## src/rtl/ss_access_scheduler_pkg.sv

```systemverilog
// Shared types and width helpers for the subsystem access scheduler.
package ss_access_pkg;

    typedef enum logic [1:0] {
        IDLE    = 2'd0,
        GRANTED = 2'd1,
        DRAIN   = 2'd2
    } ss_sched_state_t;

    // Width of an index selecting one of n items (at least one bit).
    function automatic int idx_bits(input int n);
        return (n <= 1) ? 1 : $clog2(n);
    endfunction

    // Width of a counter that must hold values 0..m inclusive.
    function automatic int cnt_bits(input int m);
        return $clog2(m + 1);
    endfunction

endpackage

```

## src/rtl/ss_access_scheduler_if.sv

```systemverilog
// Bundle of per-group handshakes and scheduler outputs.
// master: the AXI channel monitor / interconnect side; slave: the scheduler.
interface ss_access_scheduler_if #(
    parameter int NUM_PORTS     = 4,
    parameter int PORT_IDX_BITS = 2,
    parameter int CNT_BITS      = 3
);
    logic [NUM_PORTS-1:0]     arvalid;
    logic [NUM_PORTS-1:0]     arready;
    logic [NUM_PORTS-1:0]     awvalid;
    logic [NUM_PORTS-1:0]     awready;
    logic [NUM_PORTS-1:0]     rvalid;
    logic [NUM_PORTS-1:0]     rready;
    logic [NUM_PORTS-1:0]     rlast;
    logic [NUM_PORTS-1:0]     bvalid;
    logic [NUM_PORTS-1:0]     bready;
    logic [NUM_PORTS-1:0]     port_enable;
    logic                     err_clear;
    logic [PORT_IDX_BITS-1:0] group_select;
    logic                     grant_valid;
    logic                     ar_allow;
    logic                     aw_allow;
    logic [CNT_BITS-1:0]      outstanding;
    logic                     timeout_err;
    logic [PORT_IDX_BITS-1:0] timeout_port;

    modport master (
        output arvalid, arready, awvalid, awready,
        output rvalid, rready, rlast, bvalid, bready,
        output port_enable, err_clear,
        input  group_select, grant_valid, ar_allow, aw_allow,
        input  outstanding, timeout_err, timeout_port
    );

    modport slave (
        input  arvalid, arready, awvalid, awready,
        input  rvalid, rready, rlast, bvalid, bready,
        input  port_enable, err_clear,
        output group_select, grant_valid, ar_allow, aw_allow,
        output outstanding, timeout_err, timeout_port
    );
endinterface

```

## src/rtl/ss_access_scheduler_arb.sv

```systemverilog
// Combinational round-robin arbiter: the search starts one past the last
// granted index and wraps, so the previous winner has lowest priority.
module ss_rr_arbiter #(
    parameter int NUM_PORTS     = 4,
    parameter int PORT_IDX_BITS = $clog2(NUM_PORTS)
) (
    input  logic [NUM_PORTS-1:0]     requests_i,
    input  logic [PORT_IDX_BITS-1:0] last_grant_i,
    output logic [PORT_IDX_BITS-1:0] grant_idx_o,
    output logic                     grant_vld_o
);

    // First requester found after last_grant_i, in wrap-around order.
    always_comb begin
        int                       p;
        logic [PORT_IDX_BITS-1:0] pi;
        grant_idx_o = '0;
        grant_vld_o = 1'b0;
        for (int k = 1; k <= NUM_PORTS; k++) begin
            p  = (int'(last_grant_i) + k) % NUM_PORTS;
            pi = PORT_IDX_BITS'(p);
            if (!grant_vld_o && requests_i[pi]) begin
                grant_vld_o = 1'b1;
                grant_idx_o = pi;
            end
        end
    end

endmodule

```

## src/rtl/ss_access_scheduler.sv

```systemverilog
// Multi-outstanding subsystem access scheduler: round-robin group grant,
// up to MAX_OUTSTANDING in-flight transactions and QUANTUM address
// handshakes per grant, then drain before re-arbitrating.
// Optional watchdog enabled by defining SS_ACCESS_TIMEOUT_EN.
module ss_access_scheduler
    import ss_access_pkg::*;
#(
    parameter int NUM_PORTS       = 4,
    parameter int PORT_IDX_BITS   = idx_bits(NUM_PORTS),
    parameter int MAX_OUTSTANDING = 4,
    parameter int CNT_BITS        = cnt_bits(MAX_OUTSTANDING),
    parameter int QUANTUM         = 8,
    parameter int TIMEOUT_CYCLES  = 1024
) (
    input logic                 clk,
    input logic                 reset_n,
    ss_access_scheduler_if.slave bus
);

    localparam int ISS_BITS = cnt_bits(QUANTUM);
    localparam int OW       = CNT_BITS + 1;

    localparam logic [CNT_BITS-1:0] MAX_CNT  = CNT_BITS'(MAX_OUTSTANDING);
    localparam logic [CNT_BITS-1:0] MAX_M1   = CNT_BITS'(MAX_OUTSTANDING - 1);
    localparam logic [ISS_BITS-1:0] QUANT    = ISS_BITS'(QUANTUM);
    localparam logic [ISS_BITS-1:0] QUANT_M1 = ISS_BITS'(QUANTUM - 1);
    localparam logic [PORT_IDX_BITS-1:0] LAST_RST = PORT_IDX_BITS'(NUM_PORTS - 1);

    ss_sched_state_t          state_q, state_d;
    logic [PORT_IDX_BITS-1:0] sel_q, sel_d;
    logic [PORT_IDX_BITS-1:0] last_q, last_d;
    logic [CNT_BITS-1:0]      out_q, out_d;
    logic [ISS_BITS-1:0]      iss_q, iss_d;

    logic [NUM_PORTS-1:0]     req;
    logic [PORT_IDX_BITS-1:0] arb_idx;
    logic                     arb_vld;

    logic                     ar_ok, aw_ok;
    logic                     ar_hs, aw_hs;
    logic [1:0]               inc, dec_raw;
    logic [CNT_BITS-1:0]      out_nx;
    logic [ISS_BITS-1:0]      iss_nx;

    assign req = (bus.arvalid | bus.awvalid) & bus.port_enable;

    ss_rr_arbiter #(
        .NUM_PORTS     (NUM_PORTS),
        .PORT_IDX_BITS (PORT_IDX_BITS)
    ) u_arb (
        .requests_i   (req),
        .last_grant_i (last_q),
        .grant_idx_o  (arb_idx),
        .grant_vld_o  (arb_vld)
    );

    // Address-phase permission; AR keeps the last free slot when both contend.
    always_comb begin
        ar_ok = (state_q == GRANTED) && (out_q < MAX_CNT) && (iss_q < QUANT);
        aw_ok = ar_ok && !(bus.arvalid[sel_q] && ((out_q == MAX_M1) || (iss_q == QUANT_M1)));
        ar_hs = ar_ok && bus.arvalid[sel_q] && bus.arready[sel_q];
        aw_hs = aw_ok && bus.awvalid[sel_q] && bus.awready[sel_q];
    end

    // Outstanding/issued arithmetic; completions beyond the count are dropped.
    always_comb begin
        logic [OW-1:0] out_ext;
        logic [OW-1:0] dec_ext;
        logic [OW-1:0] sum_ext;
        inc     = 2'(ar_hs) + 2'(aw_hs);
        dec_raw = 2'(bus.rvalid[sel_q] & bus.rready[sel_q] & bus.rlast[sel_q])
                + 2'(bus.bvalid[sel_q] & bus.bready[sel_q]);
        out_ext = {1'b0, out_q};
        dec_ext = OW'(dec_raw);
        if (dec_ext > out_ext) begin
            dec_ext = out_ext;
        end
        sum_ext = out_ext + OW'(inc) - dec_ext;
        out_nx  = sum_ext[CNT_BITS-1:0];
        iss_nx  = iss_q + ISS_BITS'(inc);
    end

`ifdef SS_ACCESS_TIMEOUT_EN
    localparam int WD_BITS = cnt_bits(TIMEOUT_CYCLES);
    localparam logic [WD_BITS-1:0] WD_LAST = WD_BITS'(TIMEOUT_CYCLES - 1);

    logic [WD_BITS-1:0]       wd_q, wd_d;
    logic                     err_q, err_d;
    logic [PORT_IDX_BITS-1:0] tport_q, tport_d;
    logic                     any_hs;
    logic                     fire;

    // Watchdog: counts stalled cycles while the granted group has traffic in flight.
    always_comb begin
        any_hs = ar_hs || aw_hs
              || (bus.rvalid[sel_q] && bus.rready[sel_q])
              || (bus.bvalid[sel_q] && bus.bready[sel_q]);
        fire = 1'b0;
        wd_d = '0;
        if ((state_q != IDLE) && (out_q != '0) && !any_hs) begin
            if (wd_q == WD_LAST) begin
                fire = 1'b1;
            end else begin
                wd_d = wd_q + 1'b1;
            end
        end
        err_d   = fire | (err_q & ~bus.err_clear);
        tport_d = fire ? sel_q : tport_q;
    end

    // Watchdog state registers.
    always_ff @(posedge clk or negedge reset_n) begin
        if (!reset_n) begin
            wd_q    <= '0;
            err_q   <= 1'b0;
            tport_q <= '0;
        end else begin
            wd_q    <= wd_d;
            err_q   <= err_d;
            tport_q <= tport_d;
        end
    end

    assign bus.timeout_err  = err_q;
    assign bus.timeout_port = tport_q;
`else
    localparam int unused_timeout_cycles = TIMEOUT_CYCLES;
    logic unused_err_clear;
    assign unused_err_clear = bus.err_clear;
    assign bus.timeout_err  = 1'b0;
    assign bus.timeout_port = '0;
`endif

    // Grant FSM next-state: arbitrate, issue, drain, then re-arbitrate or idle.
    always_comb begin
        state_d = state_q;
        sel_d   = sel_q;
        last_d  = last_q;
        out_d   = out_q;
        iss_d   = iss_q;
        case (state_q)
            IDLE: begin
                if (arb_vld) begin
                    state_d = GRANTED;
                    sel_d   = arb_idx;
                    last_d  = arb_idx;
                    iss_d   = '0;
                end
            end
            GRANTED: begin
                out_d = out_nx;
                iss_d = iss_nx;
                if ((iss_nx == QUANT) || !req[sel_q]) begin
                    state_d = DRAIN;
                end
            end
            DRAIN: begin
                if (out_q == '0) begin
                    if (arb_vld) begin
                        state_d = GRANTED;
                        sel_d   = arb_idx;
                        last_d  = arb_idx;
                        iss_d   = '0;
                    end else begin
                        state_d = IDLE;
                        sel_d   = '0;
                    end
                end else begin
                    out_d = out_nx;
                end
            end
            default: begin
                state_d = IDLE;
                sel_d   = '0;
                out_d   = '0;
                iss_d   = '0;
            end
        endcase
`ifdef SS_ACCESS_TIMEOUT_EN
        if (fire) begin
            state_d = IDLE;
            sel_d   = '0;
            out_d   = '0;
            iss_d   = '0;
        end
`endif
    end

    // Grant FSM and counter registers.
    always_ff @(posedge clk or negedge reset_n) begin
        if (!reset_n) begin
            state_q <= IDLE;
            sel_q   <= '0;
            last_q  <= LAST_RST;
            out_q   <= '0;
            iss_q   <= '0;
        end else begin
            state_q <= state_d;
            sel_q   <= sel_d;
            last_q  <= last_d;
            out_q   <= out_d;
            iss_q   <= iss_d;
        end
    end

    assign bus.group_select = sel_q;
    assign bus.grant_valid  = (state_q != IDLE);
    assign bus.ar_allow     = ar_ok;
    assign bus.aw_allow     = aw_ok;
    assign bus.outstanding  = out_q;

endmodule

```

## src/flat_wrapper.sv

```systemverilog
// flat-port wrapper written by rule: the top's interface ports become plain ports
module ss_access_scheduler_flat import ss_access_pkg::*;
#(
    parameter int NUM_PORTS       = 4,
    parameter int PORT_IDX_BITS   = idx_bits(NUM_PORTS),
    parameter int MAX_OUTSTANDING = 4,
    parameter int CNT_BITS        = cnt_bits(MAX_OUTSTANDING),
    parameter int QUANTUM         = 8,
    parameter int TIMEOUT_CYCLES  = 1024
)
  (clk, reset_n, bus_arvalid, bus_arready, bus_awvalid, bus_awready, bus_rvalid, bus_rready, bus_rlast, bus_bvalid, bus_bready, bus_port_enable, bus_err_clear, bus_group_select, bus_grant_valid, bus_ar_allow, bus_aw_allow, bus_outstanding, bus_timeout_err, bus_timeout_port);
  ss_access_scheduler_if #(.NUM_PORTS(NUM_PORTS), .PORT_IDX_BITS(PORT_IDX_BITS), .CNT_BITS(CNT_BITS)) bus_i ();
  input logic clk;
  input logic reset_n;
  input wire logic [$bits(bus_i.arvalid)-1:0] bus_arvalid;
  input wire logic [$bits(bus_i.arready)-1:0] bus_arready;
  input wire logic [$bits(bus_i.awvalid)-1:0] bus_awvalid;
  input wire logic [$bits(bus_i.awready)-1:0] bus_awready;
  input wire logic [$bits(bus_i.rvalid)-1:0] bus_rvalid;
  input wire logic [$bits(bus_i.rready)-1:0] bus_rready;
  input wire logic [$bits(bus_i.rlast)-1:0] bus_rlast;
  input wire logic [$bits(bus_i.bvalid)-1:0] bus_bvalid;
  input wire logic [$bits(bus_i.bready)-1:0] bus_bready;
  input wire logic [$bits(bus_i.port_enable)-1:0] bus_port_enable;
  input wire logic [$bits(bus_i.err_clear)-1:0] bus_err_clear;
  output wire logic [$bits(bus_i.group_select)-1:0] bus_group_select;
  output wire logic [$bits(bus_i.grant_valid)-1:0] bus_grant_valid;
  output wire logic [$bits(bus_i.ar_allow)-1:0] bus_ar_allow;
  output wire logic [$bits(bus_i.aw_allow)-1:0] bus_aw_allow;
  output wire logic [$bits(bus_i.outstanding)-1:0] bus_outstanding;
  output wire logic [$bits(bus_i.timeout_err)-1:0] bus_timeout_err;
  output wire logic [$bits(bus_i.timeout_port)-1:0] bus_timeout_port;
  assign bus_i.arvalid = bus_arvalid;
  assign bus_i.arready = bus_arready;
  assign bus_i.awvalid = bus_awvalid;
  assign bus_i.awready = bus_awready;
  assign bus_i.rvalid = bus_rvalid;
  assign bus_i.rready = bus_rready;
  assign bus_i.rlast = bus_rlast;
  assign bus_i.bvalid = bus_bvalid;
  assign bus_i.bready = bus_bready;
  assign bus_i.port_enable = bus_port_enable;
  assign bus_i.err_clear = bus_err_clear;
  assign bus_group_select = bus_i.group_select;
  assign bus_grant_valid = bus_i.grant_valid;
  assign bus_ar_allow = bus_i.ar_allow;
  assign bus_aw_allow = bus_i.aw_allow;
  assign bus_outstanding = bus_i.outstanding;
  assign bus_timeout_err = bus_i.timeout_err;
  assign bus_timeout_port = bus_i.timeout_port;
  ss_access_scheduler #(.NUM_PORTS(NUM_PORTS), .PORT_IDX_BITS(PORT_IDX_BITS), .MAX_OUTSTANDING(MAX_OUTSTANDING), .CNT_BITS(CNT_BITS), .QUANTUM(QUANTUM), .TIMEOUT_CYCLES(TIMEOUT_CYCLES)) u_core (.clk(clk), .reset_n(reset_n), .bus(bus_i));
endmodule
```

## config.mk

```make
export PLATFORM = sky130hd
export DESIGN_NAME = ss_access_scheduler_flat
export DESIGN_NICKNAME = d
export VERILOG_FILES = /design/src/rtl/ss_access_scheduler_pkg.sv /design/src/rtl/ss_access_scheduler_if.sv /design/src/rtl/ss_access_scheduler_arb.sv /design/src/rtl/ss_access_scheduler.sv /design/src/flat_wrapper.sv
export SDC_FILE = /design/constraint.sdc
export NUM_CORES = 1
export LEC_CHECK = 0
export CORE_ASPECT_RATIO = 1.25
export CORE_UTILIZATION = 34
export CTS_CLUSTER_DIAMETER = 50
export DETAILED_ROUTE_END_ITERATION = 12
export MAX_ROUTING_LAYER = met4
export PLACE_DENSITY_LB_ADDON = 0.12
export RECOVER_POWER = 50
export SLEW_MARGIN = 25
export SYNTH_ARGS = -nofsm -noshare
export SYNTH_HDL_FRONTEND = slang
export SYNTH_HIERARCHICAL = 1
export SYNTH_SLANG_ARGS = --single-unit
```

## constraint.sdc

```tcl
create_clock -name clk -period 11.4 [get_ports clk]
set_input_delay 3.42 -clock clk [delete_from_list [all_inputs] [get_ports clk]]
set_output_delay 3.42 -clock clk [all_outputs]
set_load 0.005 [all_outputs]
```

==> summary.txt, run 1 <==
Synth
  – Share of the synthesized area in the top cell type: 20.2%
  – Top_reg_cell synth: dfrtp_1
  – Cell variety after synth: 53
  – Post-synth EDFFs: 0
  – Post-Syn Area: 1370 sq um
  – Largest cells by area after synthesis: dfrtp_1 (20%), ha_1 (12%), fa_1 (4.4%)
  – Fraction of the yosys area taken by sequential cells: 24.0%
  – Post-Syn Area per Cell: around 8.5 sq um
  – Fraction of registers with async set/reset: 100%
  – Mapped Cells: 160
  – Dominant cell type by area after synthesis: dfrtp_1
  – YS warnings: 6
  – Number of synthesized register bits: 13

Pwr
  – Max VDD drop: roughly 0.12 mV
  – Sw frac: 42.6%
  – Comb pwr share: ~65%
  – Clock Power Share: 10.3%
  – Flop pwr share: 24.4%
  – Internal power: 0.223 mW
  – Final Power: 0.389 mW
  – Pwr dens: 201 nW/um^2
  – Switch Pwr: approximately 0.17 mW
  – LEAKAGE: 0.830 nW

Routing
  – Mean number of vias per cell: 5.19
  – Met3 WL: 242 microns
  – Routed length on met1: 1610 microns
  – Routed WL per cell: 14.2 microns
  – Drt total wl: 3730 microns
  – DRC viols: 0
  – DRT antenna net count: 0
  – Drt initial violations: 45
  – Via count: 1359
  – DR WL met2: 1840 microns
  – Top sig layer: met4
  – 1st-pass router iterations: 4

Timing
  – Clock skew: 2.43 ps
  – Fin crit share: 74.5%
  – Fmax achieved: roughly 120 MHz
  – Hold Vio Cnt, Final: 0
  – Final setup TNS: 0 ps
  – Max Slew Vio Count: 0
  – Actual slew at the worst max-slew pin: 618 ps
  – Max-slew headroom: 58.7%
  – Final setup fails: 0
  – RSZ-0062 raised after global routing: false
  – Post-route minimum period: approximately 8500 ps

Run status
  – Status: finished, final reports clean

Setup path
  – CP Cell Sequence: clkdlybuf4s50_1 -> mux4_2 -> a21boi_1 -> clkdlybuf4s50_1
  – CP Launch Type: input pin
  – CP max stage cell: clkdlybuf4s50_1
  – Crit path top cell by count: clkdlybuf4s50_1
  – Worst Path Required: 7980 ps
  – Worst Path Max Fanout: 2
  – CP Class: in2out
  – CP endpoint kind: primary output
  – CP peak stage delay: 540 ps
  – CP Data Arrival Time: around 5100 ps

Die
  – Top Ports: between 50 and 60
  – Die H: 72.8 microns
  – Initial core utilization: 35.8%
  – Core area: 3820 sq um
  – # rows: 25
  – Die W: 58.7 microns
  – Full die area: 4270 sq um

Cells and area
  – # diodes: 0
  – Share of layout cells above drive strength 1: 8.17%
  – Reg area: 328 sq um
  – Area of the multi-input gates: 946 sq um
  – Area Overhead vs Synth: 41.9%
  – Most common cell after layout, fill and taps aside: clkdlybuf4s50_1
  – Fill cells: approximately 390
  – Nets: 268
  – Most frequent cells in the layout: clkdlybuf4s50_1 (44), inv_1 (16), nand2_1 (16)

CTS
  – Postcts setup bufs: 0
  – Hold Buf Count CTS: 0
  – Clock buffer depth: 2
  – Clk_lat worst skew: about 240 ps
  – Reg clk slew, reported paths: 50 ps
  – CTS tree: built
  – Clk sinks: 13
  – Htree depth: 1
  – Clock Tree Root: clkbuf_8
  – CTS buffer count: 3
  – PostCTS Resize Cnt: 0

Placed design
  – HPWL after DPL: 3050 microns
  – Count of input and output buffers: 49
  – Routability Congestion: 0.791

Hold path
  – Hold crit path type: reg2reg

Run
  – Max-cap viol count: 0

GRT
  – Total global routing overflow: 0
  – Initial antenna violation count: 0
  – Largest net degree at the start of global routing: 21
  – GR Util All Layers: 19.4%
  – Vias in the first global route: 1404
  – First-pass GRT wire length: 6260 microns
## power groups by stage
stage | Combinational, mW | Clock (mW) | Sequential [mW]
floorplan | 0.187 | 0 | 0.0808
global placement | 0.244 | 0 | 0.0941
detailed placement | 0.255 | 0 | 0.0969
CTS | 0.256 | 0.0411 | 0.0961
global route | 0.291 | 0.0434 | 0.100
finish | 0.254 | 0.0400 | 0.0952
## flip-flops by register name (all words and copies together), names as in the netlist
name,flops
u_core/state_q,2
u_core/bus.outstanding,3
u_core/last_q,2
u_core/iss_q,4
u_core/bus.group_select,2
## path summary, 6_finish.rpt
check | from | end | slack [ps] | cells after the start
worst max-delay path | bus_arvalid[3] | bus_aw_allow | 2900 | 4
worst min-delay path | u_core/iss_q[0] | u_core/iss_q[0] | 520 | 2
worst max register to register | u_core/bus.group_select[0] | u_core/bus.outstanding[2] | 7380 | 17
worst min register to register | u_core/iss_q[0] | u_core/iss_q[0] | 520 | 2
max in group asynchronous | reset_n | u_core/bus.group_select[0] | 7360 | 1
min in group asynchronous | reset_n | u_core/bus.outstanding[2] | 3640 | 1
## logic make-up (layout without fill, tap and decap cells)
kind of cell,after synthesis,count (layout),synth area share (%)
adder cells (fa/ha/maj),16,16,16.3
other,1,3,0.275
AO/OA/AOI/OAI,46,46,22.6
AND/OR/NAND/NOR,52,52,20.7
buffers and inverters,23,69,7.24
flip-flops,13,13,24.0
multiplexers,8,8,8.16
XOR/XNOR,1,1,0.642
## stage by stage
step | hold slack (ps) | cells | setup WS, ps | cell area, sq um | utilization (%)
finish | 518 | 262 | 2900 | 1940 | 50.8
global route | 587 | 262 | 2830 | 1940 | 50.8
CTS | 520 | 262 | 2880 | 1940 | 50.8
detailed placement | 508 | 258 | 2900 | 1890 | 49.6
global placement | 510 | 258 | 2930 | 1890 | 49.6
floorplan | 478 | 162 | 3920 | 1370 | -
## per-layer routing
layer / vias up / GRT usage (%)
li1: 672 / -
met1: 636 / 23.4
met2: 47 / 33.8
met3: 4 / 3.01
met4: 0 / 4.23
met5: - / -
## Yosys cell counts (2+ instances only)
cell type   n
a21oi_1     7
a31oi_1     3
buf_4       3
clkbuf_1    2
dfrtp_1    11
dfstp_2     2
fa_1        3
ha_1       13
inv_1      16
mux2_2      5
mux4_2      2
nand2_1    16
nand2b_1    3
nand3_1     5
nand3b_1    2
nand4_1     2
nor2_1      8
nor2b_1     4
nor3_1      2
o21ai_0    11
o22ai_1     4
o31ai_1     5
## area by class of cell
| class | instances | share of cell area [%] |
|---|---|---|
| multi-input combinational | 126 | 48.8 |
| clock buffer | 4 | 2.33 |
| sequential | 13 | 16.9 |
| timing repair buffer | 49 | 25.3 |
| inverter | 16 | 3.10 |
| tap | 54 | 3.49 |
## critical path, delay by kind of cell
kind | cells | cell delay (ps)
mux | 1 | 510
compound gates | 1 | 180
buf+inv | 2 | 960
Power figures use the tool's default switching activity.
==> run 2: changes to the inputs <==
==> constraint.sdc (replaced) <==
create_clock -name clk -period 7.4 [get_ports clk]
set_input_delay 2.22 -clock clk [delete_from_list [all_inputs] [get_ports clk]]
set_output_delay 2.22 -clock clk [all_outputs]
set_load 0.005 [all_outputs]
==> run 2 against run 1 <==
Effect of this change: critical path depth unchanged; setup slack got worse by 1600 ps; combinational power increased by 52%; flip-flop and latch count unchanged; critical endpoint unchanged.
==> summary.txt, run 2 (synthesis results as in run 1) <==
CTS
  – CTS tree: built
  – Postcts setup bufs: 0
  – Clk sinks: 13
  – CTS buffer count: 3
  – Clock Tree Root: clkbuf_8
  – Htree depth: 1
  – Reg clk slew, reported paths: 60 ps
  – PostCTS Resize Cnt: 0
  – Clock buffer depth: 2
  – Clk_lat worst skew: about 240 ps
  – Hold Buf Count CTS: 0

Routing
  – DRT antenna net count: 0
  – Mean number of vias per cell: 5.15
  – Drt total wl: between 3000 and 4000 microns
  – Routed WL per cell: around 14 microns
  – DRC viols: 0
  – Drt initial violations: 44
  – 1st-pass router iterations: 4
  – Via count: 1350

Setup path
  – CP endpoint kind: primary output
  – Worst Path Max Fanout: 2
  – CP Launch Type: input pin
  – Crit path max-delay family: buffers and inverters
  – CP max stage cell: clkdlybuf4s50_1
  – CP peak stage delay: 530 ps
  – Buf/Inv on CP: 2
  – CP Class: in2out
  – Setup crit start: bus_arvalid[1]
  – CP Data Arrival Time: 3900 ps
  – Worst r2r src: u_core/bus.group_select[0]
  – Crit path top cell by count: clkdlybuf4s50_1
  – Worst Path Required: 5180 ps
  – CP Cell Sequence: clkdlybuf4s50_1 -> mux4_2 -> a21boi_1 -> clkdlybuf4s50_1

Pwr
  – Pwr dens: 308 nW/um^2
  – Final Power: 0.598 mW
  – Flop pwr share: 24.5%
  – LEAKAGE: 0.833 nW
  – Sw frac: 42.9%
  – Switch Pwr: 0.256 mW
  – Clock Power Share: 10.7%
  – Internal power: between 0.3 and 0.4 mW
  – Comb pwr share: 64.8%
  – Max VDD drop: 0.149 mV

GRT
  – Vias in the first global route: 1360
  – Initial antenna violation count: 0
  – First-pass GRT wire length: 5970 microns
  – Total global routing overflow: 0
  – Largest net degree at the start of global routing: 21
  – GR Util All Layers: ~18%

Hold path
  – Hold crit path type: reg2reg
  – Hold path start: u_core/iss_q[0]

Timing
  – Hold Vio Cnt, Final: 0
  – Final setup TNS: 0 ps
  – WHS: about 520 ps
  – Setup WS post-layout: 1280 ps
  – Final setup fails: 0
  – Fin crit share: 82.7%
  – Max-slew headroom: 57.9%
  – RSZ-0062 raised after global routing: false
  – Post-route minimum period: 6120 ps
  – Max Slew Vio Count: 0
  – Fmax achieved: 163 MHz
  – Clock skew: 2.32 ps
  – Actual slew at the worst max-slew pin: 631 ps

Placed design
  – Count of input and output buffers: 49
  – Dpl cell area: 1890 sq um
  – HPWL after DPL: ~3100 microns
  – Setup WS pre-CTS: 1280 ps
  – Placed cells: approximately 260
  – Routability Congestion: between 0.7 and 0.8

Run status
  – Status: finished, final reports clean

Cells and area
  – Most frequent cells in the layout: clkdlybuf4s50_1 (44), inv_1 (16), nand2_1 (16)
  – Non-filler cells in the finished layout: 262
  – Nets: 268
  – Largest Register: u_core/iss_q
  – Share of layout cells above drive strength 1: approximately 8.7%
  – # diodes: 0
  – Final Instance Area: 1940 sq um
  – Area Overhead vs Synth: 42.0%
  – Final core occ: 50.8%
  – Most common cell after layout, fill and taps aside: clkdlybuf4s50_1
  – Max reg flops: 4

Die
  – Die H: 72.8 microns
  – Top Ports: 54
  – Die W: 58.7 microns
  – Core area: 3820 sq um
  – Initial core utilization: 35.8%
  – Full die area: 4270 sq um
  – # rows: 25

Run
  – Max-cap viol count: 0
==> run 2: cell count changes in the layout (fill, tap and decap cells not counted), sizes merged <==
cell    previous run  this run
clkbuf             4         3
clkinv             0         1
==> run 2: layout make-up <==
cell class              instances  area, sq um
well taps                      54         67.6
clock inverters                 1         5.00
clock buffers                   3         41.3
flip-flops and latches         13          328
multi-input cells             126          946
inverters                      16         60.1
fillers                       374         1880
repair buffers                 49          490
==> run 2: worst register-to-register path, stage by stage (launching register included) <==
cell      delay (ps)
dfrtp_1          740
nor2_1           120
a311oi_1         330
a21oi_1           80
ha_1             230
ha_1             290
nor2b_1          130
o21ai_0          280
mux2_2           380
ha_1             280
inv_1             60
ha_1             130
inv_1             50
fa_1             370
xor2_1           170
a21o_1           190
nand2_1           60
o31ai_1           60
==> run 2: worst paths after layout <==
| path | to | slack, ps | cells after the start |
|---|---|---|---|
| worst max-delay path | bus_aw_allow | 1280 | 4 |
| worst min-delay path | u_core/iss_q[0] | 520 | 2 |
| worst max register to register | u_core/bus.outstanding[2] | 3330 | 17 |
| worst min register to register | u_core/iss_q[0] | 520 | 2 |
| max in group asynchronous | u_core/bus.outstanding[1] | 4570 | 1 |
| min in group asynchronous | u_core/iss_q[3] | 2430 | 1 |
==> run 2: power groups by stage <==
stage	Sequential [mW]	Combinational [mW]	Clock, mW
final	0.146	0.387	0.0641
after global routing	0.151	0.438	0.0682
after CTS	0.147	0.393	0.0655
after detailed placement	0.148	0.392	0
after global placement	0.145	0.376	0
after floorplan	0.124	0.288	0
==> run 2: layer usage <==
| layer | vias to the layer above | routed length, microns | global-route usage, % |
|---|---|---|---|
| met5 | - | 0 | - |
| met4 | 0 | 10 | 3.17 |
| met3 | 2 | 298 | 2.84 |
| met2 | 47 | 1850 | 33.2 |
| met1 | 632 | 1570 | 21.3 |
| li1 | 669 | - | - |
==> run 3: changes to the inputs <==
==> constraint.sdc (replaced) <==
create_clock -name clk -period 4.9 [get_ports clk]
set_input_delay 1.47 -clock clk [delete_from_list [all_inputs] [get_ports clk]]
set_output_delay 1.47 -clock clk [all_outputs]
set_load 0.005 [all_outputs]
==> run 3 against run 2 <==
Effect of this change: core utilization rose by 1.3 points; clock power rose by 44%; via count rose by 0.52%; sequential power rose by 51%; final area rose by 2.6%; flip-flop and latch count did not move; setup slack got worse by 1100 ps; global-route usage fell by 0.44 points; sequential share of layout area fell by 0.43 points; critical endpoint is now u_core/bus.outstanding[2]; highest routed layer unchanged.
==> summary.txt, run 3 (synthesis results as in run 1) <==
Setup path
  – CP max stage cell: fa_1
  – CP Cell Sequence: clkdlybuf4s50_1 -> nand4_1 -> o21ai_1 -> nor2_1 -> a31oi_1 -> ha_2 -> inv_1 -> ha_1 -> a21oi_2 -> o21ai_2 -> o21ai_0 -> fa_1 -> fa_2 -> xor2_2 -> a21o_1 -> nand2_1 -> o31ai_1
  – CP Data Arrival Time: 4830 ps
  – Worst Path Required: 5010 ps
  – CP endpoint kind: flip-flop
  – CP peak stage delay: 490 ps
  – CP Launch Type: input pin
  – Buf/Inv on CP: 2
  – Crit path max-delay family: adder cells
  – Worst Path Max Fanout: 3
  – CP Class: in2reg

CTS
  – Reg clk slew, reported paths: 50 ps
  – Clock buffer depth: 2
  – CTS tree: built
  – CTS buffer count: 3
  – Clock Tree Root: clkbuf_8
  – Hold Buf Count CTS: 0
  – Htree depth: 1
  – Clk_lat worst skew: 240 ps
  – Clk sinks: 13

Placed design
  – Dpl cell area: approximately 1900 sq um
  – Placed cells: roughly 260
  – Count of input and output buffers: 49
  – Routability Congestion: 0.863
  – HPWL after DPL: between 3000 and 4000 microns
  – Setup WS pre-CTS: -197 ps

Timing
  – Final setup fails: 0
  – Hold Vio Cnt, Final: 0
  – Max-slew headroom: 56.5%
  – Setup WS post-layout: 182 ps
  – Fmax achieved: roughly 210 MHz
  – Fin crit share: 96.3%
  – Clock skew: 3.16 ps
  – WHS: ~520 ps
  – RSZ-0062 raised after global routing: false
  – Max Slew Vio Count: 0
  – Actual slew at the worst max-slew pin: 653 ps
  – Post-route minimum period: 4720 ps

Pwr
  – Pwr dens: 485 nW/um^2
  – Clock Power Share: 9.6%
  – Flop pwr share: 22.8%
  – LEAKAGE: 0.846 nW
  – Sw frac: around 42%
  – Final Power: approximately 0.96 mW
  – Internal power: 0.556 mW
  – Comb pwr share: between 60% and 70%
  – Switch Pwr: 0.409 mW
  – Max VDD drop: 0.294 mV

Cells and area
  – Max reg flops: 4
  – Area Overhead vs Synth: 45.6%
  – Nets: 270
  – Fill cells: 350
  – Non-filler cells in the finished layout: about 260
  – Most frequent cells in the layout: clkdlybuf4s50_1 (44), inv_1 (16), nand2_1 (16)
  – Area of the multi-input gates: 982 sq um
  – Most common cell after layout, fill and taps aside: clkdlybuf4s50_1
  – # diodes: 0
  – Final Instance Area: 1990 sq um
  – Share of layout cells above drive strength 1: 11.9%
  – Largest Register: u_core/iss_q
  – Reg area: 328 sq um

Die
  – Full die area: 4270 sq um
  – Die W: 58.7 microns
  – Initial core utilization: 35.8%
  – Die H: between 70 and 80 microns
  – Top Ports: 54
  – Core area: roughly 3800 sq um
  – # rows: 25

GRT
  – Initial antenna violation count: 0
  – Total global routing overflow: 0
  – Vias in the first global route: 1318
  – Largest net degree at the start of global routing: 21
  – GR Util All Layers: 17.8%
  – First-pass GRT wire length: ~5800 microns

Hold path
  – Hold crit path type: reg2reg

Routing
  – DRT antenna net count: 0
  – Via count: 1357
  – Drt initial violations: approximately 80
  – DRC viols: 0
  – Routed WL per cell: 13.9 microns
  – 1st-pass router iterations: 4
  – Mean number of vias per cell: 5.14
  – Drt total wl: approximately 3700 microns

Run
  – Max-cap viol count: 0

Run status
  – Status: finished, final reports clean
## run 3: what timing repair did
item / in CTS / in global routing
buffers inserted: 0 / 1
endpoints found under the setup margin: 0 / 1
gates resized for setup: 0 / 9
## run 3: final timing paths
path / startpoint / endpoint / slack (ps) / cells past startpoint
setup / recovery: bus_rlast[1] / u_core/bus.outstanding[2] / 180 / 17
hold / removal: u_core/iss_q[3] / u_core/iss_q[3] / 520 / 2
setup reg to reg: u_core/state_q[1] / u_core/state_q[1] / 930 / 12
hold reg to reg: u_core/iss_q[3] / u_core/iss_q[3] / 520 / 2
max in group asynchronous: reset_n / u_core/state_q[1] / 2840 / 1
min in group asynchronous: reset_n / u_core/bus.outstanding[0] / 1670 / 1
## run 3: final cells by class
| cell class | instances | area share [%] |
|---|---|---|
| repair buffers | 51 | 25.4 |
| well taps | 54 | 3.40 |
| clock buffers | 4 | 2.27 |
| flip-flops and latches | 13 | 16.5 |
| multi-input cells | 126 | 49.4 |
| inverters | 16 | 3.02 |
## run 3: metal layers
metal,vias up,GRT usage (%),share of wire (%)
met5,-,-,0
met1,619,21.2,42
met3,8,3.01,8.7
li1,673,-,-
met2,57,30.3,47
met4,0,6.08,2.1
## run 3: stage by stage
stage / TNS (ps) / utilization, %
final: 0 / 52.1
after floorplan: 0 / -
after detailed placement: -214 / 49.8
after CTS: 0 / 51.0
after global placement: -156 / 49.8
after global routing: 0 / 52.1
## run 3: worst register-to-register path: stages, from the launching register on
cell and delay, ps:
dfrtp_1 420, inv_1 110, ha_1 360, inv_1 130, nor3_1 370, a21boi_1 290, o211a_1 180, ha_1 260
ha_1 240, fa_1 470, or4_4 550, o22a_1 230, o32ai_1 270
## run 3: power groups by stage
stage               Sequential [mW]  Combinational, mW  Clock [mW]
floorplan                     0.188              0.435           0
global placement              0.219              0.569           0
detailed placement            0.223              0.590           0
CTS                           0.221              0.593      0.0957
global route                  0.231              0.731       0.103
finish                        0.220              0.652      0.0924
